### src/rtl/lcd_sequencer_if.sv
// lcd_sequencer_if: requester (host, status writer) and bus-cycle engine signals; slave=sequencer view, master=environment view
interface lcd_sequencer_if;
  logic host_req, host_write, host_rs, host_ack;
  logic [7:0] host_wdata, host_rdata;
  logic stat_req, stat_rs, stat_ack;
  logic [7:0] stat_wdata;
  logic cyc_req, cyc_write, cyc_rs, cyc_done;
  logic [7:0] cyc_wdata, cyc_rdata;
  modport slave (
    input host_req, host_write, host_rs, host_wdata, stat_req, stat_rs, stat_wdata, cyc_done, cyc_rdata,
    output host_ack, host_rdata, stat_ack, cyc_req, cyc_write, cyc_rs, cyc_wdata
  );
  modport master (
    output host_req, host_write, host_rs, host_wdata, stat_req, stat_rs, stat_wdata, cyc_done, cyc_rdata,
    input host_ack, host_rdata, stat_ack, cyc_req, cyc_write, cyc_rs, cyc_wdata
  );
endinterface

### src/rtl/lcd_sequencer.sv
// lcd_sequencer: HD44780 power-up init, then busy-polled round-robin host/stat transfers to the bus-cycle engine; ports clk, rst, bus (requesters+engine), ready, err
module lcd_sequencer #(
  parameter int PWRUP_CYCLES = 750000,
  parameter int INIT_GAP_CYCLES = 250000,
  parameter int POLL_LIMIT = 1023
) (
  input  logic clk,
  input  logic rst,
  lcd_sequencer_if.slave bus,
  output logic ready,
  output logic err
);
  localparam int WMAX = PWRUP_CYCLES > INIT_GAP_CYCLES ? PWRUP_CYCLES : INIT_GAP_CYCLES;
  localparam int CW = $clog2(WMAX + 1);
  localparam int PW = $clog2(POLL_LIMIT + 1);
  typedef enum logic [2:0] {PWR_WAIT, INIT_ISSUE, INIT_GAP, IDLE, POLL, XFER, ACK} state_t;
  state_t state_q, state_d;
  logic [CW-1:0] cnt_q, cnt_d;
  logic [PW-1:0] poll_q, poll_d;
  logic [2:0] idx_q, idx_d;
  logic last_host_q, last_host_d, gnt_host_q, gnt_host_d;
  logic lat_write_q, lat_write_d, lat_rs_q, lat_rs_d;
  logic [7:0] lat_wdata_q, lat_wdata_d;
  logic cyc_req_q, cyc_req_d, cyc_write_q, cyc_write_d, cyc_rs_q, cyc_rs_d;
  logic [7:0] cyc_wdata_q, cyc_wdata_d, rdata_q, rdata_d;
  logic ready_q, ready_d, err_q, err_d;
  logic [7:0] rom;
  logic done, pick_host;
  assign rom = idx_q == 3'd3 ? 8'h08 : idx_q == 3'd4 ? 8'h01 : idx_q == 3'd5 ? 8'h06 : idx_q == 3'd6 ? 8'h0C : 8'h38;
  assign done = cyc_req_q && bus.cyc_done;
  assign pick_host = bus.host_req && (!bus.stat_req || !last_host_q);
  always_comb begin
    state_d = state_q;
    cnt_d = cnt_q;
    poll_d = state_q == POLL ? poll_q : '0;
    idx_d = idx_q;
    last_host_d = last_host_q;
    gnt_host_d = gnt_host_q;
    lat_write_d = lat_write_q;
    lat_rs_d = lat_rs_q;
    lat_wdata_d = lat_wdata_q;
    cyc_req_d = done ? 1'b0 : cyc_req_q;
    cyc_write_d = cyc_write_q;
    cyc_rs_d = cyc_rs_q;
    cyc_wdata_d = cyc_wdata_q;
    rdata_d = rdata_q;
    ready_d = ready_q;
    err_d = err_q;
    if ((state_q == INIT_ISSUE || state_q == POLL || state_q == XFER) && !cyc_req_q) begin
      cyc_req_d = 1'b1;
      cyc_write_d = state_q != POLL && (!ready_q || lat_write_q);
      cyc_rs_d = state_q == XFER && ready_q && lat_rs_q;
      cyc_wdata_d = state_q == POLL ? 8'h00 : (state_q == XFER && ready_q) ? lat_wdata_q : rom;
    end
    case (state_q)
      PWR_WAIT:
        if (cnt_q == CW'(PWRUP_CYCLES - 1)) begin
          state_d = INIT_ISSUE;
          cyc_req_d = 1'b1;
          cyc_write_d = 1'b1;
          cyc_rs_d = 1'b0;
          cyc_wdata_d = rom;
        end else cnt_d = cnt_q + CW'(1);
      INIT_ISSUE:
        if (done) begin
          state_d = INIT_GAP;
          cnt_d = '0;
        end
      INIT_GAP:
        if (cnt_q == CW'(INIT_GAP_CYCLES - 1)) begin
          idx_d = idx_q + 3'd1;
          state_d = idx_q == 3'd2 ? POLL : INIT_ISSUE;
        end else cnt_d = cnt_q + CW'(1);
      IDLE:
        if (bus.host_req || bus.stat_req) begin
          state_d = POLL;
          gnt_host_d = pick_host;
          last_host_d = pick_host;
          lat_write_d = pick_host ? bus.host_write : 1'b1;
          lat_rs_d = pick_host ? bus.host_rs : bus.stat_rs;
          lat_wdata_d = pick_host ? bus.host_wdata : bus.stat_wdata;
        end
      POLL:
        if (done) begin
          if (!bus.cyc_rdata[7] || poll_q == PW'(POLL_LIMIT - 1)) begin
            state_d = XFER;
            err_d = err_q || bus.cyc_rdata[7];
          end else poll_d = poll_q + PW'(1);
        end
      XFER:
        if (done) begin
          if (ready_q) begin
            state_d = ACK;
            rdata_d = (gnt_host_q && !lat_write_q) ? bus.cyc_rdata : rdata_q;
          end else if (idx_q == 3'd6) begin
            state_d = IDLE;
            ready_d = 1'b1;
          end else begin
            idx_d = idx_q + 3'd1;
            state_d = POLL;
          end
        end
      ACK: state_d = IDLE;
      default: state_d = PWR_WAIT;
    endcase
  end
  always_ff @(posedge clk) begin
    if (rst) begin
      state_q <= PWR_WAIT;
      cnt_q <= '0;
      poll_q <= '0;
      idx_q <= '0;
      last_host_q <= 1'b0;
      gnt_host_q <= 1'b0;
      lat_write_q <= 1'b0;
      lat_rs_q <= 1'b0;
      lat_wdata_q <= '0;
      cyc_req_q <= 1'b0;
      cyc_write_q <= 1'b0;
      cyc_rs_q <= 1'b0;
      cyc_wdata_q <= '0;
      rdata_q <= '0;
      ready_q <= 1'b0;
      err_q <= 1'b0;
    end else begin
      state_q <= state_d;
      cnt_q <= cnt_d;
      poll_q <= poll_d;
      idx_q <= idx_d;
      last_host_q <= last_host_d;
      gnt_host_q <= gnt_host_d;
      lat_write_q <= lat_write_d;
      lat_rs_q <= lat_rs_d;
      lat_wdata_q <= lat_wdata_d;
      cyc_req_q <= cyc_req_d;
      cyc_write_q <= cyc_write_d;
      cyc_rs_q <= cyc_rs_d;
      cyc_wdata_q <= cyc_wdata_d;
      rdata_q <= rdata_d;
      ready_q <= ready_d;
      err_q <= err_d;
    end
  end
  assign bus.host_ack = state_q == ACK && gnt_host_q;
  assign bus.stat_ack = state_q == ACK && !gnt_host_q;
  assign bus.host_rdata = rdata_q;
  assign bus.cyc_req = cyc_req_q;
  assign bus.cyc_write = cyc_write_q;
  assign bus.cyc_rs = cyc_rs_q;
  assign bus.cyc_wdata = cyc_wdata_q;
  assign ready = ready_q;
  assign err = err_q;
endmodule

### src/flat_wrapper.sv
// flat-port wrapper written by rule: the top's interface ports become plain ports
module lcd_sequencer_flat 
#(
  parameter int PWRUP_CYCLES = 750000,
  parameter int INIT_GAP_CYCLES = 250000,
  parameter int POLL_LIMIT = 1023
)
  (clk, rst, ready, err, bus_host_req, bus_host_write, bus_host_rs, bus_host_wdata, bus_stat_req, bus_stat_rs, bus_stat_wdata, bus_cyc_done, bus_cyc_rdata, bus_host_ack, bus_host_rdata, bus_stat_ack, bus_cyc_req, bus_cyc_write, bus_cyc_rs, bus_cyc_wdata);
  lcd_sequencer_if bus_i ();
  input  logic clk;
  input  logic rst;
  output logic ready;
  output logic err;
  input wire logic [$bits(bus_i.host_req)-1:0] bus_host_req;
  input wire logic [$bits(bus_i.host_write)-1:0] bus_host_write;
  input wire logic [$bits(bus_i.host_rs)-1:0] bus_host_rs;
  input wire logic [$bits(bus_i.host_wdata)-1:0] bus_host_wdata;
  input wire logic [$bits(bus_i.stat_req)-1:0] bus_stat_req;
  input wire logic [$bits(bus_i.stat_rs)-1:0] bus_stat_rs;
  input wire logic [$bits(bus_i.stat_wdata)-1:0] bus_stat_wdata;
  input wire logic [$bits(bus_i.cyc_done)-1:0] bus_cyc_done;
  input wire logic [$bits(bus_i.cyc_rdata)-1:0] bus_cyc_rdata;
  output wire logic [$bits(bus_i.host_ack)-1:0] bus_host_ack;
  output wire logic [$bits(bus_i.host_rdata)-1:0] bus_host_rdata;
  output wire logic [$bits(bus_i.stat_ack)-1:0] bus_stat_ack;
  output wire logic [$bits(bus_i.cyc_req)-1:0] bus_cyc_req;
  output wire logic [$bits(bus_i.cyc_write)-1:0] bus_cyc_write;
  output wire logic [$bits(bus_i.cyc_rs)-1:0] bus_cyc_rs;
  output wire logic [$bits(bus_i.cyc_wdata)-1:0] bus_cyc_wdata;
  assign bus_i.host_req = bus_host_req;
  assign bus_i.host_write = bus_host_write;
  assign bus_i.host_rs = bus_host_rs;
  assign bus_i.host_wdata = bus_host_wdata;
  assign bus_i.stat_req = bus_stat_req;
  assign bus_i.stat_rs = bus_stat_rs;
  assign bus_i.stat_wdata = bus_stat_wdata;
  assign bus_i.cyc_done = bus_cyc_done;
  assign bus_i.cyc_rdata = bus_cyc_rdata;
  assign bus_host_ack = bus_i.host_ack;
  assign bus_host_rdata = bus_i.host_rdata;
  assign bus_stat_ack = bus_i.stat_ack;
  assign bus_cyc_req = bus_i.cyc_req;
  assign bus_cyc_write = bus_i.cyc_write;
  assign bus_cyc_rs = bus_i.cyc_rs;
  assign bus_cyc_wdata = bus_i.cyc_wdata;
  lcd_sequencer #(.PWRUP_CYCLES(PWRUP_CYCLES), .INIT_GAP_CYCLES(INIT_GAP_CYCLES), .POLL_LIMIT(POLL_LIMIT)) u_core (.clk(clk), .rst(rst), .bus(bus_i), .ready(ready), .err(err));
endmodule
### config.mk
export PLATFORM = sky130hd
export DESIGN_NAME = lcd_sequencer_flat
export DESIGN_NICKNAME = d
export VERILOG_FILES = /design/src/rtl/lcd_sequencer_if.sv /design/src/rtl/lcd_sequencer.sv /design/src/flat_wrapper.sv
export SDC_FILE = /design/constraint.sdc
export NUM_CORES = 1
export LEC_CHECK = 0
export ABC_AREA = 1
export CAP_MARGIN = 40
export CORE_MARGIN = 2
export CORE_UTILIZATION = 50
export CTS_CLUSTER_DIAMETER = 200
export DETAILED_ROUTE_END_ITERATION = 12
export PLACE_DENSITY_LB_ADDON = 0.05
export SYNTH_ARGS = -nofsm -noshare
export SYNTH_HDL_FRONTEND = slang
export SYNTH_SLANG_ARGS = --single-unit
### constraint.sdc
create_clock -name clk -period 1.78 [get_ports clk]
set_input_delay 0.356 -clock clk [delete_from_list [all_inputs] [get_ports clk]]
set_output_delay 0.356 -clock clk [all_outputs]
set_load 0.02 [all_outputs]
==> flow_summary_export.csv, run 1 <==
group,metric,value,unit
timing,fin_hold_ws,478.2,ps
run,max-cap-violations,0,
routing,drt_iter0_markers,163,
clocking,hold_buffers,0,
floorplan,design.die.area,0.008400,mm2
place,placed_cell_area,0.004705,mm2
logic_synthesis,synth_cell_type_count,38,
logic_synthesis,synth_common_cells,"137 x nand2_1, 95 x nor2_1, 68 x dfxtp_1",
power_and_ir_drop,ir_worst_vdd,0.3992,mV
floorplan,core_area,0.007331,mm2
setup_path,path_class,"reg2out",
routing,ant_nets,0,
place,portBuffers,54,
routing,vias,3870,
logic_synthesis,netlist_area,0.003841,mm2
setup_path,start_kind,"flip-flop",
layout,n_fill_cell,662,
logic_synthesis,synth_seq_cells,68,
timing,maxSlewHeadroom,74.18,%
timing,slew_violations,0,
setup_path,reg2reg_depth,9,
logic_synthesis,synth_area_leaders,"dfxtp_1 35%, nand2_1 13%, nor2_1 9.3%, a21oi_1 7.4%, inv_1 4.2%",
floorplan,start_util,52.40,%
layout,n_antenna_cell,0,
clocking,htreeDepth,3,
logic_synthesis,synth_edf_count,0,
logic_synthesis,ys.flop_type,"dfxtp_1",
global_routing,grt_start_max_net_pins,20,
logic_synthesis,yosys_warnings,0,
routing,wl_per_cell,12.43,um
place,dp_hpwl,7.214,mm
floorplan,rows,31,
clocking,cts_root_buf,"clkbuf_8",
place,gp_congestion,0.9609,
layout,drive_above_1_share,16.59,%
global_routing,grt_antenna_before_repair,0,
setup_path,crit_arrival,1320,ps
timing,layout_min_cycle_time,1680,ps
clocking,cts_num_sinks,68,
power_and_ir_drop,powerDensity,627.8,mW/mm2
logic_synthesis,yosys.area.top_type,"dfxtp_1",
clocking,path_clk_slew,80,ps
layout,fin_area,0.004986,mm2
global_routing,grt_pass1_wl,15.81,mm
timing,layout_setup_ws,99.58,ps
place,pre_cts_ws,-80.47,ps
timing,worst_pin_slew,386.1,ps
logic_synthesis,seq_area_frac_synth,35.44,%
logic_synthesis,async_flop_share,0,%
timing,rsz0062_at_grt,"false",
global_routing,gr-total-overflow,0,
timing,fin_skew,11.11,ps
timing,finalCritPeriodShare,94.41,%
clocking,tritoncts,"yes",
timing,setup_viol,0,
floorplan,die_w,91.65,um
power_and_ir_drop,leakage,1.908,nW
logic_synthesis,netlist_instances,570,
hold_path,hold_depth,2,
logic_synthesis,syn_avg_cell_area,6.739,um2
place,place_inst,745,
status,status,"complete, no violations",
routing,wirelength,9.475,mm
routing,avgViaCountPerCell,5.079,
routing,first_pass_iters,4,
layout,fin_cells,762,
layout,syn_to_final_growth,29.80,%
timing,fmax,595.1,MHz
global_routing,grt_usage,22.95,%
routing,drc_errors,0,
logic_synthesis,yosysTopAreaCellShare,35.44,%
clocking,ctsLongestPathBuffers,2,
global_routing,grt_pass1_vias,3550,
setup_path,crit_fanout,2,
logic_synthesis,yosysMostFrequentCell,"nand2_1",
floorplan,chipHeight,91.65,um
setup_path,end_kind,"output port",
clocking,cts_buffers,9,
hold_path,hp-class,"reg2reg",
clocking,clock_latency,350,ps
power_and_ir_drop,total_power,3.130,mW
floorplan,ios,55,
setup_path,worstPathRequired,1420,ps
layout,layout.nets,698,
timing,hold_viol,0,
logic_synthesis,syn_nets,610,
state kept, by name (all words and copies together) (netlist names), 3 cells and up:
register	count
u_core.cnt_q	20
u_core.poll_q	10
u_core.bus.cyc_wdata	8
u_core.bus.host_rdata	8
u_core.lat_wdata_q	8
u_core.idx_q	3
u_core.state_q	3
cell usage in the layout (no fill, tap or decap), types with 2 or more instances in the layout:
| cell | instances |
|---|---|
| nor2_1 | 89 |
| inv_2 | 7 |
| nand3_2 | 3 |
| nor3_2 | 2 |
| a21oi_2 | 11 |
| a21oi_1 | 56 |
| inv_1 | 43 |
| xnor2_1 | 3 |
| nand3_4 | 2 |
| clkinv_4 | 2 |
| nor2_2 | 7 |
| nand2_1 | 136 |
| nand3_1 | 26 |
| nor3_1 | 6 |
| clkbuf_8 | 10 |
| nand2_2 | 12 |
| ha_1 | 8 |
| dfxtp_1 | 66 |
| o21ai_1 | 2 |
| nand4_1 | 11 |
| clkinv_1 | 3 |
| xor2_1 | 12 |
| dfxtp_2 | 2 |
| clkinvlp_4 | 2 |
| a22oi_1 | 5 |
| clkdlybuf4s50_1 | 51 |
| nor2_4 | 3 |
| buf_4 | 35 |
| o21ai_0 | 28 |
| bufinv_16 | 2 |
path summary, 6_finish.rpt:
path | from | endpoint | slack (ps)
worst max-delay path | u_core.state_q[0] | bus_stat_ack | 100
worst min-delay path | u_core.err | u_core.err | 480
worst max register to register | u_core.cnt_q[1] | u_core.cnt_q[18] | 110
worst min register to register | u_core.err | u_core.err | 480
critical path, stage by stage (launching register included):
cell and delay, ps:
dfxtp_1 320, inv_2 50, nand2_1 80, nor2_2 120, inv_1 70, nor2_1 80, clkdlybuf4s15_2 260
area by class of cell:
cell class                 instances  area, um2  area share, %
clock inverter                     5      85.08          1.706
timing repair inverter             1      5.005         0.1004
timing repair buffer              90      822.0          16.49
clock buffer                      11      141.4          2.836
multi-input combinational        434       2238          44.89
inverter                          54      206.4          4.141
sequential                        68       1364          27.35
tap                               99      123.9          2.484
per-layer routing:
metal	routed length, um	GRT usage, %	vias up	part of all wire [%]
li1	-	-	2030	-
met4	138	8.333	0	1.5
met1	4538	30.65	1744	48
met5	0	0	-	0
met3	401	5.012	14	4.2
met2	4397	36.46	82	46
power by group:
| group | switching [mW] | total (mW) | internal (mW) |
|---|---|---|---|
| Combinational | 0.0693 | 0.162 | 0.0932 |
| Clock | 0.603 | 1.44 | 0.832 |
| Sequential | 0.00604 | 1.53 | 1.53 |
through the flow:
step	util, %	setup TNS, ps
6_report	68.02	0
5_1_grt	68.02	0
4_1_cts	67.30	0
3_5_place_dp	64.17	-1339
3_3_place_gp	64.17	-741.9
2_1_floorplan	-	0
timing repair:
| action | CTS | global route |
|---|---|---|
| pin swaps | 0 | 1 |
| gates resized for setup | 6 | 19 |
| buffers inserted | 0 | 0 |
| cloned | 0 | 1 |
| setup endpoints to repair | 2 | 36 |
| hold endpoints to repair | 0 | 0 |
logic make-up after synthesis:
kind of cell | after synthesis | share of synthesized area, %
DFF | 68 | 35.44
xor gates and xnor gates | 15 | 3.420
and+or+nand+nor | 302 | 34.76
buffers and inverters | 68 | 7.459
adders and majority gates | 8 | 2.606
AOI/OAI and AO/OA | 109 | 16.32
Note: power is estimated with default switching activity, not from simulation.
==> run 2: changes to the inputs <==
- CORE_UTILIZATION: 50 -> 59
- SKIP_LAST_GASP: not set -> 1
- clock period: 1.78 -> 2.2 ns (I/O delays scaled with it)
==> run 2 against run 1 <==
  * Via count increased by 1.0%
  * Final cell count decreased by 6.3%
  * Register-to-register slack improved by 170 ps
  * Critical path depth unchanged
  * Combinational power decreased by 26%
  * Die area decreased by 15%
  * Largest power group unchanged
  * Critical path type unchanged
  * Design area decreased by 5.9%
  * First-iteration DRC count increased by 36%
  * Highest routed layer unchanged
==> flow_summary_export.csv, run 2 (same netlist as run 1, synthesis figures left out) <==
group,metric,value,unit
clocking,cts.repair.resized,2,
setup_path,crit_chain,"inv_2 -> nand2_1 -> nor2_1 -> inv_1 -> nor2_1 -> dlygate4sd2_1",
setup_path,reg2reg_depth,8,
layout,final_common_cell,"nand2_1",
setup_path,cp-startpoint,"u_core.state_q[0]",
floorplan,die_w,84.69,um
timing,slew_violations,0,
layout,final-seq-area,0.001361,mm2
clocking,cts_num_sinks,68,
power_and_ir_drop,total_power,2.444,mW
global_routing,grt_antenna_before_repair,0,
routing,ant_nets,0,
status,status,"complete, no violations",
routing,wl_per_cell,13.22,um
layout,multi_input_area,0.002193,mm2
place,portBuffers,54,
place,gp_congestion,0.9133,
setup_path,start_kind,"flip-flop",
floorplan,rows,29,
timing,hold_viol,0,
timing,rsz0062_at_grt,"false",
layout,layout.nets,672,
clocking,path_clk_slew,70,ps
layout,n_fill_cell,525,
clocking,tritoncts,"yes",
setup_path,rr_endpoint,"u_core.cnt_q[8]",
clocking,cts_buffers,9,
floorplan,start_util,60.84,%
setup_path,cpMostUsedCell,"nor2_1",
timing,setup_tns,0,ps
routing,drt_iter0_markers,222,
routing,avgViaCountPerCell,5.475,
setup_path,rrSetupSlack,280,ps
layout,reg_top3,"u_core.cnt_q: 20 flops, u_core.poll_q: 10 flops",
global_routing,grt_pass1_wl,16.22,mm
timing,layout_min_cycle_time,1997,ps
timing,maxSlewHeadroom,67.64,%
timing,fmax,500.8,MHz
global_routing,grt_usage,27.44,%
power_and_ir_drop,ir_worst_vdd,0.4874,mV
setup_path,endpoint,"bus_host_ack",
setup_path,end_kind,"output port",
place,dp_hpwl,6.910,mm
clocking,hold_buffers,0,
routing,first_pass_iters,7,
timing,worst_pin_slew,484.9,ps
timing,fin_skew,8.676,ps
setup_path,worstPathRequired,1760,ps
setup_path,cpPeakStageDelay,380,ps
routing,drc_errors,0,
run,max-cap-violations,0,
clocking,clock_latency,360,ps
global_routing,grt_start_max_net_pins,31,
layout,final_cell_mix,"137 x nand2_1, 95 x nor2_1, 68 x dfxtp_1, 57 x a21oi_1, 52 x clkdlybuf4s50_1",
clocking,htreeDepth,3,
floorplan,ios,55,
routing,wirelength,9.438,mm
routing,vias,3909,
clocking,ctsLongestPathBuffers,2,
hold_path,hp-class,"reg2reg",
power_and_ir_drop,leakage,1.756,nW
layout,syn_to_final_growth,22.12,%
setup_path,r2r-start,"u_core.cnt_q[0]",
setup_path,path_class,"reg2out",
setup_path,crit_slowest_cell,"dfxtp_1",
clocking,cts_root_buf,"clkbuf_8",
layout,largest_register_ff_count,20,
floorplan,design.die.area,0.007172,mm2
timing,setup_viol,0,
global_routing,grt_pass1_vias,3804,
timing,finalCritPeriodShare,90.77,%
floorplan,core_area,0.006314,mm2
global_routing,gr-total-overflow,0,
clocking,post_cts_buffers,0,
setup_path,crit_arrival,1560,ps
layout,top_register,"u_core.cnt_q",
setup_path,crit_fanout,5,
layout,n_antenna_cell,0,
floorplan,chipHeight,84.69,um
layout,drive_above_1_share,10.36,%
power_and_ir_drop,powerDensity,521.1,mW/mm2
run 2: changes by cell type in the layout (fill, tap and decap cells not counted), sizes merged:
cell	before	now
buf	37	11
clkbuf	11	13
dlygate4sd2	0	2
inv	50	48
bufinv	2	1
clkdlybuf4s15	1	0
clkdlybuf4s50	51	52
clkinv	5	6
clkinvlp	3	2
dlymetal6s2s	1	0
run 2: worst min-delay path by stage:
stage / slack, ps / start / cells after the start / to
4_1_cts: 480 / u_core.err / 2 / u_core.err
5_1_grt: 490 / u_core.err / 2 / u_core.err
2_1_floorplan: 440 / u_core.poll_q[6] / 2 / u_core.poll_q[6]
3_3_place_gp: 450 / u_core.err / 2 / u_core.err
3_5_place_dp: 450 / u_core.err / 2 / u_core.err
6_report: 480 / u_core.err / 2 / u_core.err
run 2: final cells by class:
cell class	instances	area share [%]
Clock inverter	3	0.9603
Clock buffer	13	3.388
Sequential cell	68	29.02
Multi-Input combinational cell	434	46.76
Inverter	54	4.321
Tap cell	77	2.054
Timing Repair Buffer	65	13.50
run 2: power breakdown:
group          internal [mW]  switching [mW]  total [mW]
clock network          0.587           0.496        1.08
registers               1.23         0.00713        1.24
logic                 0.0682          0.0523       0.120
run 2: per-stage QoR:
stage | hold WS, ps | cell area, um2 | instances | worst slack, ps | util (%)
3_3_place_gp | 448.2 | 4489 | 698 | 232.0 | 71.11
2_1_floorplan | 436.6 | 3841 | 570 | 495.3 | -
4_1_cts | 476.4 | 4691 | 714 | 186.3 | 74.30
3_5_place_dp | 452.8 | 4489 | 698 | 187.1 | 71.11
5_1_grt | 486.2 | 4691 | 714 | 38.25 | 74.30
6_report | 476.8 | 4691 | 714 | 203.0 | 74.30
run 2: layer usage:
layer | wire length [um] | share of wire, % | global-route usage [%] | vias to the layer above
met5 | 0 | 0 | 0 | -
met3 | 608 | 6.4 | 6.588 | 11
met2 | 4664 | 49 | 47.96 | 146
met1 | 4059 | 43 | 33.27 | 1774
met4 | 105 | 1.1 | 8.658 | 0
li1 | - | - | - | 1978
run 2: critical path: cells and delay by family (launching register included):
family / cells / cell delay (ps)
buffers and inverters: 3 / 510
DFF: 1 / 380
and+or+nand+nor: 3 / 300
==> run 3: changes to the inputs <==
- CORE_UTILIZATION: 59 -> 50
- clock period: 2.2 -> 1.7 ns (I/O delays scaled with it)
==> run 3 against run 2 <==
  * Register-to-register slack got worse by 250 ps
  * Sequential cell count did not move
  * Count of clock-buffer cells in the layout fell by 2
  * Wire length is 6.5% higher
  * Global-route usage is 4.0 points lower
  * Setup slack worse by 170 ps
  * Final cell count increased by 9.1%
  * First-iteration DRC count fell by 15%
==> flow_summary_export.csv, run 3 (same netlist as run 1, synthesis figures left out) <==
group,metric,value,unit
status,status,"complete, no violations",
routing,wirelength,10.05,mm
layout,fin_util,70.92,%
setup_path,cpPeakStageDelay,360,ps
routing,wl_per_cell,12.91,um
clocking,clock_latency,340,ps
clocking,tritoncts,"yes",
layout,n_fill_cell,607,
place,gp_congestion,0.9260,
layout,top_register,"u_core.cnt_q",
setup_path,crit_fanout,16,
setup_path,end_kind,"flip-flop",
floorplan,ios,55,
power_and_ir_drop,powerDensity,632.6,mW/mm2
floorplan,chipHeight,91.65,um
clocking,cts_num_sinks,68,
floorplan,die_w,91.65,um
clocking,htreeDepth,3,
timing,slew_violations,0,
clocking,cts_buffers,9,
timing,fmax,598.3,MHz
layout,reg_top3,"u_core.cnt_q: 20 flops, u_core.poll_q: 10 flops",
routing,vias,4025,
global_routing,gr-total-overflow,0,
floorplan,design.die.area,0.008400,mm2
timing,finalCritPeriodShare,98.32,%
layout,largest_register_ff_count,20,
setup_path,crit_slowest_cell,"dfxtp_2",
setup_path,crit_arrival,1890,ps
global_routing,grt_antenna_before_repair,0,
place,portBuffers,54,
run,max-cap-violations,0,
global_routing,grt_start_max_net_pins,24,
power_and_ir_drop,leakage,2.027,nW
clocking,path_clk_slew,80,ps
timing,fin_skew,10.46,ps
routing,first_pass_iters,5,
layout,final_cell_mix,"133 x nand2_1, 88 x nor2_1, 61 x dfxtp_1, 52 x a21oi_1, 51 x buf_4",
floorplan,core_area,0.007331,mm2
floorplan,start_util,52.40,%
layout,drive_above_1_share,21.47,%
clocking,ctsLongestPathBuffers,2,
layout,syn_to_final_growth,35.34,%
clocking,cts_root_buf,"clkbuf_8",
timing,rsz0062_at_grt,"true",
hold_path,hold_depth,2,
layout,final_common_cell,"nand2_1",
setup_path,worstPathRequired,1920,ps
floorplan,rows,31,
routing,drc_errors,0,
timing,worst_pin_slew,343.4,ps
timing,setup_viol,0,
routing,drt_iter0_markers,189,
setup_path,reg2reg_depth,9,
power_and_ir_drop,ir_worst_vdd,0.6174,mV
routing,ant_nets,0,
layout,layout.nets,716,
place,dp_hpwl,7.478,mm
global_routing,grt_pass1_vias,3769,
timing,layout_min_cycle_time,1671,ps
timing,setup_tns,0,ps
setup_path,crit_chain,"ha_4 -> nand3_4 -> nor4_4 -> nand2_2 -> nor2_4 -> nor2_4 -> buf_12 -> nand2_1 -> a21oi_1",
layout,n_antenna_cell,0,
setup_path,start_kind,"flip-flop",
setup_path,cpMostUsedCell,"nor2_4",
hold_path,hp-class,"reg2reg",
routing,avgViaCountPerCell,5.167,
timing,hold_viol,0,
setup_path,path_class,"reg2reg",
timing,maxSlewHeadroom,77.10,%
global_routing,grt_usage,23.44,%
clocking,hold_buffers,0,
global_routing,grt_pass1_wl,16.28,mm
[run 3: path summary, 6_finish.rpt]
| path | startpoint | to | slack (ps) |
|---|---|---|---|
| setup / recovery | u_core.cnt_q[1] | u_core.cnt_q[19] | 30 |
| hold / removal | u_core.err | u_core.err | 470 |
| setup reg to reg | u_core.cnt_q[1] | u_core.cnt_q[19] | 30 |
| hold reg to reg | u_core.err | u_core.err | 470 |
[run 3: through the flow]
stage               worst slack (ps)  cells  instance area (um2)  hold WS, ps  total power [mW]
detailed placement            -221.0    757                 4797        453.6             1.813
finish                         28.53    779                 5199        468.1             3.289
CTS                          -0.4866    772                 5025        469.8             3.312
floorplan                      44.88    570                 3844        436.6             1.706
global placement              -147.0    757                 4797        452.5             1.811
global route                  -68.68    779                 5199        499.4             3.392
[run 3: per-layer routing]
layer	vias up	track usage [%]	wire, um
met1	1849	29.45	4641
met3	15	4.273	360
met4	0	7.449	150
li1	2068	-	-
met5	-	0	0
met2	93	40.56	4902
[run 3: critical path, delay by kind of cell, from the launching register on]
family | cells | cell delay [ps]
fa+ha+maj | 1 | 150
buf+inv | 1 | 150
simple gates | 6 | 830
flops | 1 | 360
compound gates | 1 | 60
[run 3: cell type report]
type	instances	area (um2)	area share [%]
Multi-Input combinational cell	434	2305	44.33
Sequential cell	68	1370	26.35
Timing Repair Buffer	108	960.9	18.48
Inverter	54	210.2	4.043
Clock buffer	11	151.4	2.912
Tap cell	99	123.9	2.383
Clock inverter	4	72.57	1.396
Timing Repair inverter	1	5.005	0.09627
[run 3: report_power, final]
| part | switching, mW | total (mW) | leakage (nW) | internal (mW) |
|---|---|---|---|---|
| combinational | 0.0770 | 0.180 | 1.36 | 0.103 |
| sequential | 0.00769 | 1.61 | 0.551 | 1.60 |
| clock | 0.606 | 1.50 | 0.111 | 0.895 |
[run 3: timing repair]
action / in CTS / in global routing
setup buffers: 0 / 6
cloned: 0 / 2
endpoints found under the setup margin: 3 / 58
endpoints found under the hold margin: 0 / 0
resized for setup: 8 / 44
pin swaps: 0 / 7
